[src/rtl/decode_pkg.sv]
// +--------------------------------------------------------------------+
// | decode_pkg : RV32I opcode, size and CSR encodings plus decoded_t   |
// | Revision   : 1.0                                                   |
// +--------------------------------------------------------------------+
`default_nettype none

package decode_pkg;

    localparam logic [6:0] OPC_LOAD     = 7'b0000011;
    localparam logic [6:0] OPC_STORE    = 7'b0100011;
    localparam logic [6:0] OPC_BRANCH   = 7'b1100011;
    localparam logic [6:0] OPC_JAL      = 7'b1101111;
    localparam logic [6:0] OPC_JALR     = 7'b1100111;
    localparam logic [6:0] OPC_OP       = 7'b0110011;
    localparam logic [6:0] OPC_OP_IMM   = 7'b0010011;
    localparam logic [6:0] OPC_LUI      = 7'b0110111;
    localparam logic [6:0] OPC_AUIPC    = 7'b0010111;
    localparam logic [6:0] OPC_SYSTEM   = 7'b1110011;
    localparam logic [6:0] OPC_MISC_MEM = 7'b0001111;

    localparam logic [1:0] SZ_NONE = 2'd0;
    localparam logic [1:0] SZ_BYTE = 2'd1;
    localparam logic [1:0] SZ_HALF = 2'd2;
    localparam logic [1:0] SZ_WORD = 2'd3;

    localparam logic [1:0] CSR_NONE = 2'd0;
    localparam logic [1:0] CSR_RC   = 2'd1;
    localparam logic [1:0] CSR_RS   = 2'd2;
    localparam logic [1:0] CSR_RW   = 2'd3;

    localparam logic [31:0] INSN_ECALL  = 32'h0000_0073;
    localparam logic [31:0] INSN_EBREAK = 32'h0010_0073;

    localparam logic [6:0] F7_ZERO = 7'b0000000;
    localparam logic [6:0] F7_ALT  = 7'b0100000;

    // The immediate is XLEN-wide and travels beside this struct.
    typedef struct packed {
        logic [4:0]  rs1;
        logic [4:0]  rs2;
        logic [4:0]  rd;
        logic [11:0] csr_addr;
        logic [6:0]  op_code;
        logic [2:0]  func3;
        logic [6:0]  func7;
        logic [1:0]  mem_read;
        logic        mem_unsigned;
        logic [1:0]  mem_write;
        logic        reg_write;
        logic [1:0]  csr_op;
        logic        csr_imm;
        logic        illegal;
    } decoded_t;

endpackage

`default_nettype wire

[src/rtl/decode_comb.sv]
// +--------------------------------------------------------------------+
// | decode_comb : combinational RV32I/Zicsr field and control decode   |
// | Revision    : 1.0                                                  |
// +--------------------------------------------------------------------+
`default_nettype none

module decode_comb
    import decode_pkg::*;
#(
    parameter int XLEN = 32
) (
    input  logic [31:0]     instr_i,
    output decoded_t        dec_o,
    output logic [XLEN-1:0] imm_o
);

    logic [6:0]  opc;
    logic [2:0]  f3;
    logic [6:0]  f7;
    logic [31:0] imm_i_w, imm_s_w, imm_b_w, imm_u_w, imm_j_w, imm32;
    logic        illegal, no_rd;
    logic [1:0]  mem_read, mem_write, csr_op;

    assign opc = instr_i[6:0];
    assign f3  = instr_i[14:12];
    assign f7  = instr_i[31:25];

    assign imm_i_w = {{20{instr_i[31]}}, instr_i[31:20]};
    assign imm_s_w = {{20{instr_i[31]}}, instr_i[31:25], instr_i[11:7]};
    assign imm_b_w = {{19{instr_i[31]}}, instr_i[31], instr_i[7], instr_i[30:25], instr_i[11:8], 1'b0};
    assign imm_u_w = {instr_i[31:12], 12'b0};
    assign imm_j_w = {{11{instr_i[31]}}, instr_i[31], instr_i[19:12], instr_i[20], instr_i[30:21], 1'b0};

    always_comb begin
        illegal   = 1'b0;
        no_rd     = 1'b0;
        imm32     = 32'h0;
        mem_read  = SZ_NONE;
        mem_write = SZ_NONE;
        csr_op    = CSR_NONE;
        case (opc)
            OPC_LOAD: begin
                imm32 = imm_i_w;
                case (f3)
                    3'b000, 3'b100: mem_read = SZ_BYTE;
                    3'b001, 3'b101: mem_read = SZ_HALF;
                    3'b010:         mem_read = SZ_WORD;
                    default:        illegal  = 1'b1;
                endcase
            end
            OPC_STORE: begin
                imm32 = imm_s_w;
                no_rd = 1'b1;
                case (f3)
                    3'b000:  mem_write = SZ_BYTE;
                    3'b001:  mem_write = SZ_HALF;
                    3'b010:  mem_write = SZ_WORD;
                    default: illegal   = 1'b1;
                endcase
            end
            OPC_BRANCH: begin
                imm32   = imm_b_w;
                no_rd   = 1'b1;
                illegal = (f3 == 3'b010) || (f3 == 3'b011);
            end
            OPC_JAL: imm32 = imm_j_w;
            OPC_JALR: begin
                imm32   = imm_i_w;
                illegal = (f3 != 3'b000);
            end
            OPC_OP: begin
                illegal = !((f7 == F7_ZERO) ||
                            ((f7 == F7_ALT) && ((f3 == 3'b000) || (f3 == 3'b101))));
            end
            OPC_OP_IMM: begin
                imm32   = imm_i_w;
                illegal = ((f3 == 3'b001) && (f7 != F7_ZERO)) ||
                          ((f3 == 3'b101) && (f7 != F7_ZERO) && (f7 != F7_ALT));
            end
            OPC_LUI, OPC_AUIPC: imm32 = imm_u_w;
            OPC_MISC_MEM: no_rd = 1'b1;
            OPC_SYSTEM: begin
                // CSR*I forms carry the 5-bit zimm in the rs1 slot
                imm32 = f3[2] ? {27'b0, instr_i[19:15]} : imm_i_w;
                if (f3 == 3'b100) begin
                    illegal = 1'b1;
                end else if (f3 == 3'b000) begin
                    no_rd   = 1'b1;
                    illegal = (instr_i != INSN_ECALL) && (instr_i != INSN_EBREAK);
                end else begin
                    case (f3[1:0])
                        2'b01:   csr_op = CSR_RW;
                        2'b10:   csr_op = CSR_RS;
                        default: csr_op = CSR_RC;
                    endcase
                end
            end
            default: illegal = 1'b1;
        endcase
        if (instr_i[1:0] != 2'b11) begin
            illegal = 1'b1;
        end
        if (illegal) begin
            mem_read  = SZ_NONE;
            mem_write = SZ_NONE;
            csr_op    = CSR_NONE;
        end
    end

    always_comb begin
        dec_o              = '0;
        dec_o.rs1          = instr_i[19:15];
        dec_o.rs2          = instr_i[24:20];
        dec_o.rd           = instr_i[11:7];
        dec_o.csr_addr     = instr_i[31:20];
        dec_o.op_code      = opc;
        dec_o.func3        = f3;
        dec_o.func7        = f7;
        dec_o.mem_read     = mem_read;
        dec_o.mem_unsigned = (mem_read != SZ_NONE) && f3[2];
        dec_o.mem_write    = mem_write;
        dec_o.reg_write    = !illegal && (instr_i[11:7] != 5'd0) && !no_rd;
        dec_o.csr_op       = csr_op;
        dec_o.csr_imm      = (csr_op != CSR_NONE) && f3[2];
        dec_o.illegal      = illegal;
    end

    assign imm_o = XLEN'($signed(imm32));

endmodule

`default_nettype wire

[src/rtl/decode_stage.sv]
// +--------------------------------------------------------------------+
// | decode_stage : registered RV32I decode with output skid FIFO/flush |
// | Revision     : 1.0                                                 |
// +--------------------------------------------------------------------+
`default_nettype none

module decode_stage
    import decode_pkg::*;
#(
    parameter int XLEN  = 32,
    parameter int DEPTH = 2
) (
    input  logic            clk,
    input  logic            rst_n,
    input  logic            in_valid,
    output logic            in_ready,
    input  logic [31:0]     instruction,
    input  logic [XLEN-1:0] in_pc,
    input  logic            flush,
    output logic            out_valid,
    input  logic            out_ready,
    output logic [XLEN-1:0] out_pc,
    output logic [4:0]      rs1,
    output logic [4:0]      rs2,
    output logic [4:0]      rd,
    output logic [11:0]     csr_addr,
    output logic [6:0]      op_code,
    output logic [2:0]      func3,
    output logic [6:0]      func7,
    output logic [XLEN-1:0] imm,
    output logic [1:0]      mem_read,
    output logic            mem_unsigned,
    output logic [1:0]      mem_write,
    output logic            reg_write,
    output logic [1:0]      csr_op,
    output logic            csr_imm,
    output logic            illegal
);

    localparam logic [1:0] DEPTH_C  = 2'(DEPTH);
    localparam logic       LAST_PTR = 1'(DEPTH - 1);

    decoded_t        dec_w;
    logic [XLEN-1:0] imm_w;

    decode_comb #(.XLEN(XLEN)) u_decode_comb (
        .instr_i (instruction),
        .dec_o   (dec_w),
        .imm_o   (imm_w)
    );

    // Storage is sized for the maximum depth; DEPTH=1 never touches entry 1.
    decoded_t        ent_q [2];
    logic [XLEN-1:0] imm_q [2];
    logic [XLEN-1:0] pc_q  [2];
    logic            wr_ptr_q, rd_ptr_q;
    logic [1:0]      count_q, count_d;
    logic            in_ready_q;
    logic            push_w, pop_w;
    decoded_t        head_w;

    assign push_w = in_valid && in_ready_q && !flush;
    assign pop_w  = (count_q != 2'd0) && out_ready && !flush;

    always_comb begin
        count_d = count_q;
        if (flush) begin
            count_d = 2'd0;
        end else if (push_w && !pop_w) begin
            count_d = count_q + 2'd1;
        end else if (!push_w && pop_w) begin
            count_d = count_q - 2'd1;
        end
    end

    always_ff @(posedge clk or negedge rst_n) begin
        if (!rst_n) begin
            for (int i = 0; i < 2; i++) begin
                ent_q[i] <= '0;
                imm_q[i] <= '0;
                pc_q[i]  <= '0;
            end
            wr_ptr_q   <= 1'b0;
            rd_ptr_q   <= 1'b0;
            count_q    <= 2'd0;
            in_ready_q <= 1'b1;
        end else begin
            count_q    <= count_d;
            in_ready_q <= (count_d < DEPTH_C);
            if (flush) begin
                wr_ptr_q <= 1'b0;
                rd_ptr_q <= 1'b0;
            end else begin
                if (push_w) begin
                    ent_q[wr_ptr_q] <= dec_w;
                    imm_q[wr_ptr_q] <= imm_w;
                    pc_q[wr_ptr_q]  <= in_pc;
                    wr_ptr_q        <= (wr_ptr_q == LAST_PTR) ? 1'b0 : ~wr_ptr_q;
                end
                if (pop_w) begin
                    rd_ptr_q <= (rd_ptr_q == LAST_PTR) ? 1'b0 : ~rd_ptr_q;
                end
            end
        end
    end

    assign head_w       = ent_q[rd_ptr_q];
    assign in_ready     = in_ready_q;
    assign out_valid    = (count_q != 2'd0);
    assign out_pc       = pc_q[rd_ptr_q];
    assign imm          = imm_q[rd_ptr_q];
    assign rs1          = head_w.rs1;
    assign rs2          = head_w.rs2;
    assign rd           = head_w.rd;
    assign csr_addr     = head_w.csr_addr;
    assign op_code      = head_w.op_code;
    assign func3        = head_w.func3;
    assign func7        = head_w.func7;
    assign mem_read     = head_w.mem_read;
    assign mem_unsigned = head_w.mem_unsigned;
    assign mem_write    = head_w.mem_write;
    assign reg_write    = head_w.reg_write;
    assign csr_op       = head_w.csr_op;
    assign csr_imm      = head_w.csr_imm;
    assign illegal      = head_w.illegal;

endmodule

`default_nettype wire

[config.mk]
export PLATFORM = sky130hd
export DESIGN_NAME = decode_stage
export DESIGN_NICKNAME = d
export VERILOG_FILES = /design/src/rtl/decode_pkg.sv /design/src/rtl/decode_comb.sv /design/src/rtl/decode_stage.sv
export SDC_FILE = /design/constraint.sdc
export NUM_CORES = 1
export LEC_CHECK = 0
export BUFFER_PORTS_ARGS = -buffer_cell sky130_fd_sc_hd__buf_2
export CORE_MARGIN = 5
export CORE_UTILIZATION = 27
export CTS_BUF_LIST = sky130_fd_sc_hd__clkbuf_4 sky130_fd_sc_hd__clkbuf_8
export DETAILED_ROUTE_END_ITERATION = 8
export GPL_TIMING_DRIVEN = 1
export PLACE_DENSITY_LB_ADDON = 0.2
export SLEW_MARGIN = 40
export SYNTH_ARGS = -nofsm -noshare
export SYNTH_HDL_FRONTEND = slang
export SYNTH_SLANG_ARGS = --single-unit
[constraint.sdc]
create_clock -name clk -period 5.86 [get_ports clk]
set_clock_uncertainty 0.05 [all_clocks]
set_input_delay 0.293 -clock clk [delete_from_list [all_inputs] [get_ports clk]]
set_output_delay 0.293 -clock clk [all_outputs]
set_load 0.005 [all_outputs]
== After elaboration in Yosys (flattened, before gate mapping) ==
Index checks and enable logic that the tools add are counted.

* $add $sub $neg: 2
* Bitwise operators: 5
* Equal/unequal tests: 23
* Magnitude comparators: 4
* Mux-type cells: 47
* Reduce and logical (&&, ||, !) cells: 45

{| class="wikitable"
|+ Operators by type and width
! operator !! count
|-
| 2-to-1 mux 32 bit || 8
|-
| 2-to-1 mux 54 bit || 4
|-
| case mux 32 bit (6 select lines) || 1
|-
| bitwise mux 64 bit || 2
|-
| bitwise mux 108 bit || 1
|-
| demux 54 bit (select 1 bit) || 1
|-
| demux 32 bit (select 1 bit) || 1
|-
| inequality test 32 x 21 -> 1 bit, second input constant || 1
|-
| inequality test 32 x 7 -> 1 bit, second input constant || 1
|-
| equality test 7 x 6 -> 1 bit, second input constant || 4
|-
| equality test 7 bit, second input constant || 4
|-
| 2-to-1 mux 2 bit || 11
|-
| logical AND 1 bit || 16
|-
| equality test 7 x 5 -> 1 bit, second input constant || 2
|-
| 2-to-1 mux 1 bit || 13
|-
| case mux 2 bit (3 select lines) || 2
|-
| nonzero test 2 bit || 5
|-
| OR reduction 3 bit || 3
|-
| case mux 1 bit (8 select lines) || 1
|-
| equality test 7 x 2 -> 1 bit, second input constant || 1
|-
| equality test 7 x 4 -> 1 bit, second input constant || 1
|-
| logical NOT 7 bit || 1
|-
| inequality test 7 x 6 -> 1 bit, second input constant || 1
|-
| nonzero test 7 bit || 1
|-
| other kinds (24) || 40
|}

* Input port bits: 69
* Output and inout port bits: 120
* Logic and storage cells: 162
* Flip-flop bits (word level): 241

== Depth between registers and ports, before layout ==
Gate-level depths: netlist (run 1).

* Word-level depth: 11
* Gate-level depth with buffers: 8
* Depth with buffers taken out: 7

== Hierarchy ==
A second synthesis (run 1) with hierarchy kept.

* Cell total of the unflattened synthesis: 857
* Area, all modules: 11805.1 um^2

{| class="wikitable"
|+ Modules (own cells, without submodules)
! module !! cells each !! area each (um^2) !! times used
|-
| decode_stage || 654 || 10485.1 || 1
|-
| decode_comb || 203 || 1320.0 || 1
|}

== Worst setup path before layout (run 1) ==
OpenSTA, ideal clock, no wires.

* Path kind: register -> output
* Start point: register rd_ptr_q
* End point: output port imm[0]
* Arrival time: 1.586 ns
* Slack: 3.931 ns
* Data required time: 5.517 ns
* Path buffers: 3
* Cell stages (with the launch flop): 5
* Cell sequence: dfrtp_1 > clkbuf_1 > clkbuf_1 > clkbuf_1 > mux2_2

* Longest elaborated chain between the ends: 4

{| class="wikitable"
|+ RTL lines
! element !! line !! RTL
|-
| start: declaration || decode_stage.sv:56 || <nowiki>logic wr_ptr_q, rd_ptr_q;</nowiki>
|-
| start signal: assignment || decode_stage.sv:101 || <nowiki>rd_ptr_q <= (rd_ptr_q == LAST_PTR) ? 1'b0 : ~rd_ptr_q;</nowiki>
|-
| inverter 1 -> 2 bit (not written as such) || decode_stage.sv:111 || <nowiki>assign imm = imm_q[rd_ptr_q];</nowiki>
|-
| 2-to-1 mux 32 bit (not written as such) (3 in series) || decode_stage.sv:111 ||
|-
| end: declaration || decode_stage.sv:30 || <nowiki>output logic [XLEN-1:0] imm,</nowiki>
|}

Every way passes these cells. The select of a mux whose other input is x is not followed.

== Worst setup path in the final report (run 1) ==
* Start point: register rd_ptr_q
* End point: output port func7[5]

* Longest elaborated chain between the ends: 4

{| class="wikitable"
|+ RTL lines
! element !! line !! RTL
|-
| inverter 1 -> 2 bit (not written as such) || decode_stage.sv:107 || <nowiki>assign head_w = ent_q[rd_ptr_q];</nowiki>
|-
| 2-to-1 mux 54 bit (not written as such) (3 in series) || decode_stage.sv:107 ||
|-
| end: declaration || decode_stage.sv:29 || <nowiki>output logic [6:0] func7,</nowiki>
|}

Every way passes these cells. The select of a mux whose other input is x is not followed.

==> flow_summary.yaml, run 1 <==
run_status:
  status: "finished, final reports clean"
floorplan:
  io_pins: 189
  initial_core_util_pct: 27.4
  die_height_um: 203
  die_w_um: 203
  die-area_um2: 41400
  core_area_um2: 36800
  core.rowCount: 70
global_route:
  grt_max_degree: 124
  top_usage_layer: "met2"
  use_met3_pct: 3.12
  antenna_found_initial: 0
  grt_pass1_vias: 8536
  globalRouteMet2Util_pct: 25.7
  gr-usage-met1_pct: 21.6
  grt.total_usage_pct: 15.8
  grt_pass1_wl_um: 51800
  grt_overflow: 0
drt:
  wl_per_cell_um: 18.7
  drc: 0
  drtIter0Drc: 500
  viasPerCell: 4.71
  first_pass_iters: 4
  dr_total_vias: 8322
  wl_um: 33100
  ant_nets: 0
logic_synthesis:
  synth_edf_count: 0
  synth_flop_cell: "dfrtp_1"
  yosysWarnings: 0
  ys_ff_latch: 217
  seq_area_frac_synth_pct: 53.8
  syn_area_per_cell_um2: 9.55
  synth_fp_nets: 1130
  async_reset_ff_share_pct: 100
  synth_cell_type_count: 52
  syn_area_um2: 10100
  synthCells: 1057
worst_setup_path:
  endpoint_kind: "primary output"
  cp.arrival_ns: 2.55
  cp_slowest_cell: "dfrtp_4"
  path_delay_family: "flip-flops"
  path_buf_inv: 2
  slowest_delay_ns: 0.74
  required_ns: 5.52
  startpoint_type: "flop"
  worstSetupPathType: "reg -> out"
  cp_cell_sequence: "buf_4 > mux2_2 > buf_2"
  cp_max_fo: 41
hold_path:
  min_path_type: "in -> reg"
sta:
  relSlewSlack_pct: 46.3
  slew_viol_final: 0
  fin_crit_ns: 2.89
  fin_crit_sh_pct: 49.4
  hold_viol: 0
  setup_tns_ns: 0
  grt_setup_unrepaired: "false"
  fmax_ghz: 0.346
  finalWorstSetupSlack_ns: 2.97
  setup_viol: 0
  tightest_slew_ns: 0.804
place:
  placed_cell_area_um2: 11400
  dp_hpwl_um: 21600
  io_buffers: 188
  place_ws_ns: 3.16
  gp_congestion: 0.800
final_layout:
  area_delta_synth_final_pct: 27.7
  diodes: 0
  final_area_um2: 12900
  fin_nets: 1350
  drive_gt1_share_pct: 29.9
clock_tree:
  cts_hold_buf: 56
  clock_sinks: 217
  cts_resized: 0
  clkLatencyLatePin_ns: 0.55
  cts_setup_buffers: 0
  clkTransAtPathRegs_ns: 0.06
  cts-root-buf: "clkbuf_8"
  cts_tree: "built"
  cts_buffer_depth: 3
  numCtsBuffers: 43
  ctsHtreeMaxLevel: 2
power_and_ir_drop:
  powerDensity_nw_per_um2: 442
  vdd_drop_max_v: 0.000188
  power.leakage_uw: 0.00647
flow_run:
  cap_violations: 0
-- per-layer routing --
metal	up-vias	wire, µm
met5	-	0
met3	59	1570
met2	228	15600
met1	4051	15100
met4	0	786
li1	3984	-
-- cell usage after synthesis, types with 5 or more instances --
library cell  count  area, µm²
a21oi_1          15       75.1
a221o_1          22        220
a222oi_1          5       50.1
buf_2             5       25.0
buf_4            13       97.6
clkbuf_1         58        218
dfrtp_1         216       5410
inv_1            10       37.5
mux2_2          106       1190
nand2_1         438       1640
nand2b_1          5       31.3
nand3_1           5       25.0
nor2_1           18       67.6
nor2b_1           5       31.3
nor3_1            9       45.0
o211ai_1         21        158
o21ai_0          42        210
-- final timing paths --
check                                startpoint        end  slack [ns]  depth (start not counted)
min in group asynchronous                 rst_n  ent_q[18]        0.13                          2
worst max-delay path                   rd_ptr_q   func7[5]        2.97                          3
worst min-delay path            instruction[30]  ent_q[37]        0.05                          3
worst min register to register         pc_q[40]   pc_q[40]        0.42                          2
max in group asynchronous                 rst_n   rd_ptr_q        4.63                          3
worst max register to register         in_ready  imm_q[18]        3.19                          7
-- kinds of logic (layout without fill, tap and decap cells) --
family          Yosys count  count (layout)  synth area share [%]
flops                   217             217                  53.8
buf+inv                  88             330                  3.97
simple gates            508             508                  20.4
xor+xnor                  3               3                 0.260
fa+ha+maj                 4               4                 0.496
compound gates          131             131                  9.22
mux                     106             106                  11.8
-- through the flow --
step                instances  utilization (%)  hold WS, ns  power [µW]
CTS                      1766             34.9      0.00595        5810
global placement         1642             30.9        0.308        4050
global route             1767             35.1       0.0135        6120
finish                   1767             35.1       0.0476        5700
floorplan                1057                -      -0.0526        3330
detailed placement       1643             31.0        0.310        4080
-- final cells by class --
class | instances | area, µm²
Clock buffer | 58 | 742
Clock inverter | 9 | 153
Fill cell | 3803 | 23900
Inverter | 10 | 37.5
Multi-Input combinational cell | 752 | 4310
Sequential cell | 217 | 5440
Tap cell | 468 | 586
Timing Repair Buffer | 253 | 1640
-- cells in the final DEF (no fill, tap or decap), drive strengths merged, types with 3 or more instances in the layout --
cell type,instances
a21oi,15
a221o,22
a222oi,5
a31oi,3
and3b,3
buf,197
bufinv,4
clkbuf,58
clkinv,3
dfrtp,216
dlygate4sd3,56
ha,4
inv,12
mux2,106
nand2,439
nand2b,5
nand3,5
nor2,18
nor2b,5
nor3,9
nor3b,5
nor4,4
o211ai,21
o21ai,43
o41ai,5
or4,3
-- registers in the layout, indices dropped and copies added, names as in the netlist --
name and cells:
count_q 2, wr_ptr_q 1, rd_ptr_q 1, ent_q 84
imm_q 64, in_ready 1, pc_q 64
-- worst min-delay path, stage by stage --
cell,delay [ns]
buf_2,0.16
nand2_1,0.09
nand2_1,0.05
-- power by group --
| group | leakage (µW) | switching [µW] | total (µW) | internal (µW) |
|---|---|---|---|---|
| Combinational | 0.00319 | 875 | 1720 | 844 |
| Clock | 0.000471 | 666 | 1660 | 990 |
| Sequential | 0.00280 | 325 | 2330 | 2010 |
(Power assumes the default switching activity.)
==> run 2, diff against run 1 <==
==> constraint.sdc (replaced) <==
create_clock -name clk -period 2.4 [get_ports clk]
set_clock_uncertainty 0.05 [all_clocks]
set_input_delay 0.12 -clock clk [delete_from_list [all_inputs] [get_ports clk]]
set_output_delay 0.12 -clock clk [all_outputs]
set_load 0.005 [all_outputs]
==> flow_summary.yaml, run 2 (synthesized netlist as in run 1, its figures left out) <==
sta:
  relSlewSlack_pct: 56.5
  setup_viol: 0
  fin_crit_ns: 2.21
  fin_crit_sh_pct: 92.0
  hold_viol: 0
  slew_viol_final: 0
  fmax_ghz: 0.453
  grt_setup_unrepaired: "false"
  finalWorstSetupSlack_ns: 0.191
  setup_tns_ns: 0
  tightest_slew_ns: 0.653
worst_setup_path:
  cp.arrival_ns: 2.04
  cp_cell_sequence: "buf_4 > mux2_2 > buf_2"
  endpoint_kind: "primary output"
  cp_slowest_cell: "dfrtp_4"
  rr_worst_depth: 5
  r2r_slack_ns: 0.39
  worstReg2RegStart: "in_ready"
  required_ns: 2.23
  worstSetupPathType: "reg -> out"
  worstSetupPathDepth: 3
  regToRegEndpoint: "ent_q[57]"
  cp_max_fo: 15
  path_delay_family: "flip-flops"
  path_buf_inv: 2
  slowest_delay_ns: 0.63
  startpoint_type: "flop"
drt:
  ant_nets: 0
  dr_total_vias: 8426
  drc: 0
  viasPerCell: 4.68
  wl_per_cell_um: 18.4
  drtIter0Drc: 443
  highest_layer: "met4"
  drt-met1-wl_um: 14900
  wl_um: 33100
  first_pass_iters: 6
  wl_met3_um: 1830
  wl_met2_um: 15800
floorplan:
  initial_core_util_pct: 27.4
  core.rowCount: 70
  io_pins: 189
  die_height_um: 203
  die_w_um: 203
  core_area_um2: 36800
  die-area_um2: 41400
final_layout:
  drive_gt1_share_pct: 30.5
  most-common-layout-cells: "437 x nand2_1, 215 x dfrtp_1, 187 x buf_2"
  final_area_um2: 13100
  fin_nets: 1382
  final_common_cell: "nand2_1"
  reg_top3: "ent_q x84, imm_q x64, pc_q x64"
  area_delta_synth_final_pct: 29.8
  diodes: 0
  regMostFlops: "ent_q"
  fillers: 3796
  largest_reg_flops: 84
  instances_no_fill: 1800
place:
  placed_cell_area_um2: 11600
  io_buffers: 188
  gp_congestion: 0.797
  dp.cells: 1667
  place_ws_ns: 0.373
  dp_hpwl_um: 21700
hold_path:
  holdPathEnd: "wr_ptr_q"
  hp-start: "in_valid"
  min_path_type: "in -> reg"
  hold_depth: 4
global_route:
  grt_overflow: 0
  grt.total_usage_pct: 15.6
  grt_max_degree: 77
  grt_pass1_vias: 8664
  antenna_found_initial: 0
  grt_pass1_wl_um: 51400
clock_tree:
  cts-root-buf: "clkbuf_8"
  clock_sinks: 217
  cts_buffer_depth: 3
  clkTransAtPathRegs_ns: 0.06
  cts_tree: "built"
  ctsHtreeMaxLevel: 2
  clkLatencyLatePin_ns: 0.53
  numCtsBuffers: 40
power_and_ir_drop:
  p_total_uw: 13600
  power.leakage_uw: 0.00661
  powerDensity_nw_per_um2: 1040
  vdd_drop_max_v: 0.000466
run_status:
  status: "finished, final reports clean"
flow_run:
  cap_violations: 0
[run 2: area by class of cell]
cell class | count | area, µm² | area share [%]
Sequential cell | 217 | 5440 | 41.5
Multi-Input combinational cell | 752 | 4290 | 32.7
Timing Repair Buffer | 288 | 1980 | 15.1
Clock buffer | 62 | 766 | 5.84
Tap cell | 468 | 586 | 4.47
Inverter | 10 | 37.5 | 0.287
Clock inverter | 3 | 15.0 | 0.115
[run 2: metal layers]
metal | track usage, % | vias to the layer above
met5 | 0 | -
met4 | 3.52 | 0
met3 | 3.70 | 47
met2 | 25.9 | 210
met1 | 20.9 | 4117
li1 | - | 4052
[run 2: repair_timing]
item,CTS,global route
buffers inserted,1,0
setup endpoints to repair,10,0
hold buffers,67,0
resized for setup,0,0
hold endpoints to repair,291,0
[run 2: report_power, final]
group / leakage [µW] / switching [µW] / internal, µW
clock network: 0.000421 / 1560 / 2010
registers: 0.00280 / 665 / 4900
logic: 0.00338 / 2310 / 2170
[run 2: metrics by stage]
step                hold WS, ns  utilization (%)
finish                   0.0826             35.6
global route              0.118             35.6
CTS                      0.0446             35.6
detailed placement        0.114             31.6
global placement          0.117             31.6
floorplan                -0.226                -
[run 2: worst max path at each step]
stage | start | to | slack, ns
finish | rd_ptr_q | imm[3] | 0.19
global route | rd_ptr_q | imm[4] | 0.11
CTS | rd_ptr_q | imm[4] | 0.15
detailed placement | instruction[26] | ent_q[60] | 0.37
global placement | in_ready | imm_q[8] | 0.40
floorplan | in_ready | imm_q[21] | 0.49
[run 2: worst reg2reg max path, delay by kind of cell, from the launching register on]
kind                   cells  cell delay [ns]
buffers and inverters      1             0.35
AND/OR/NAND/NOR            3             0.87
flip-flops                 1             0.52
AO/OA/AOI/OAI              1             0.09
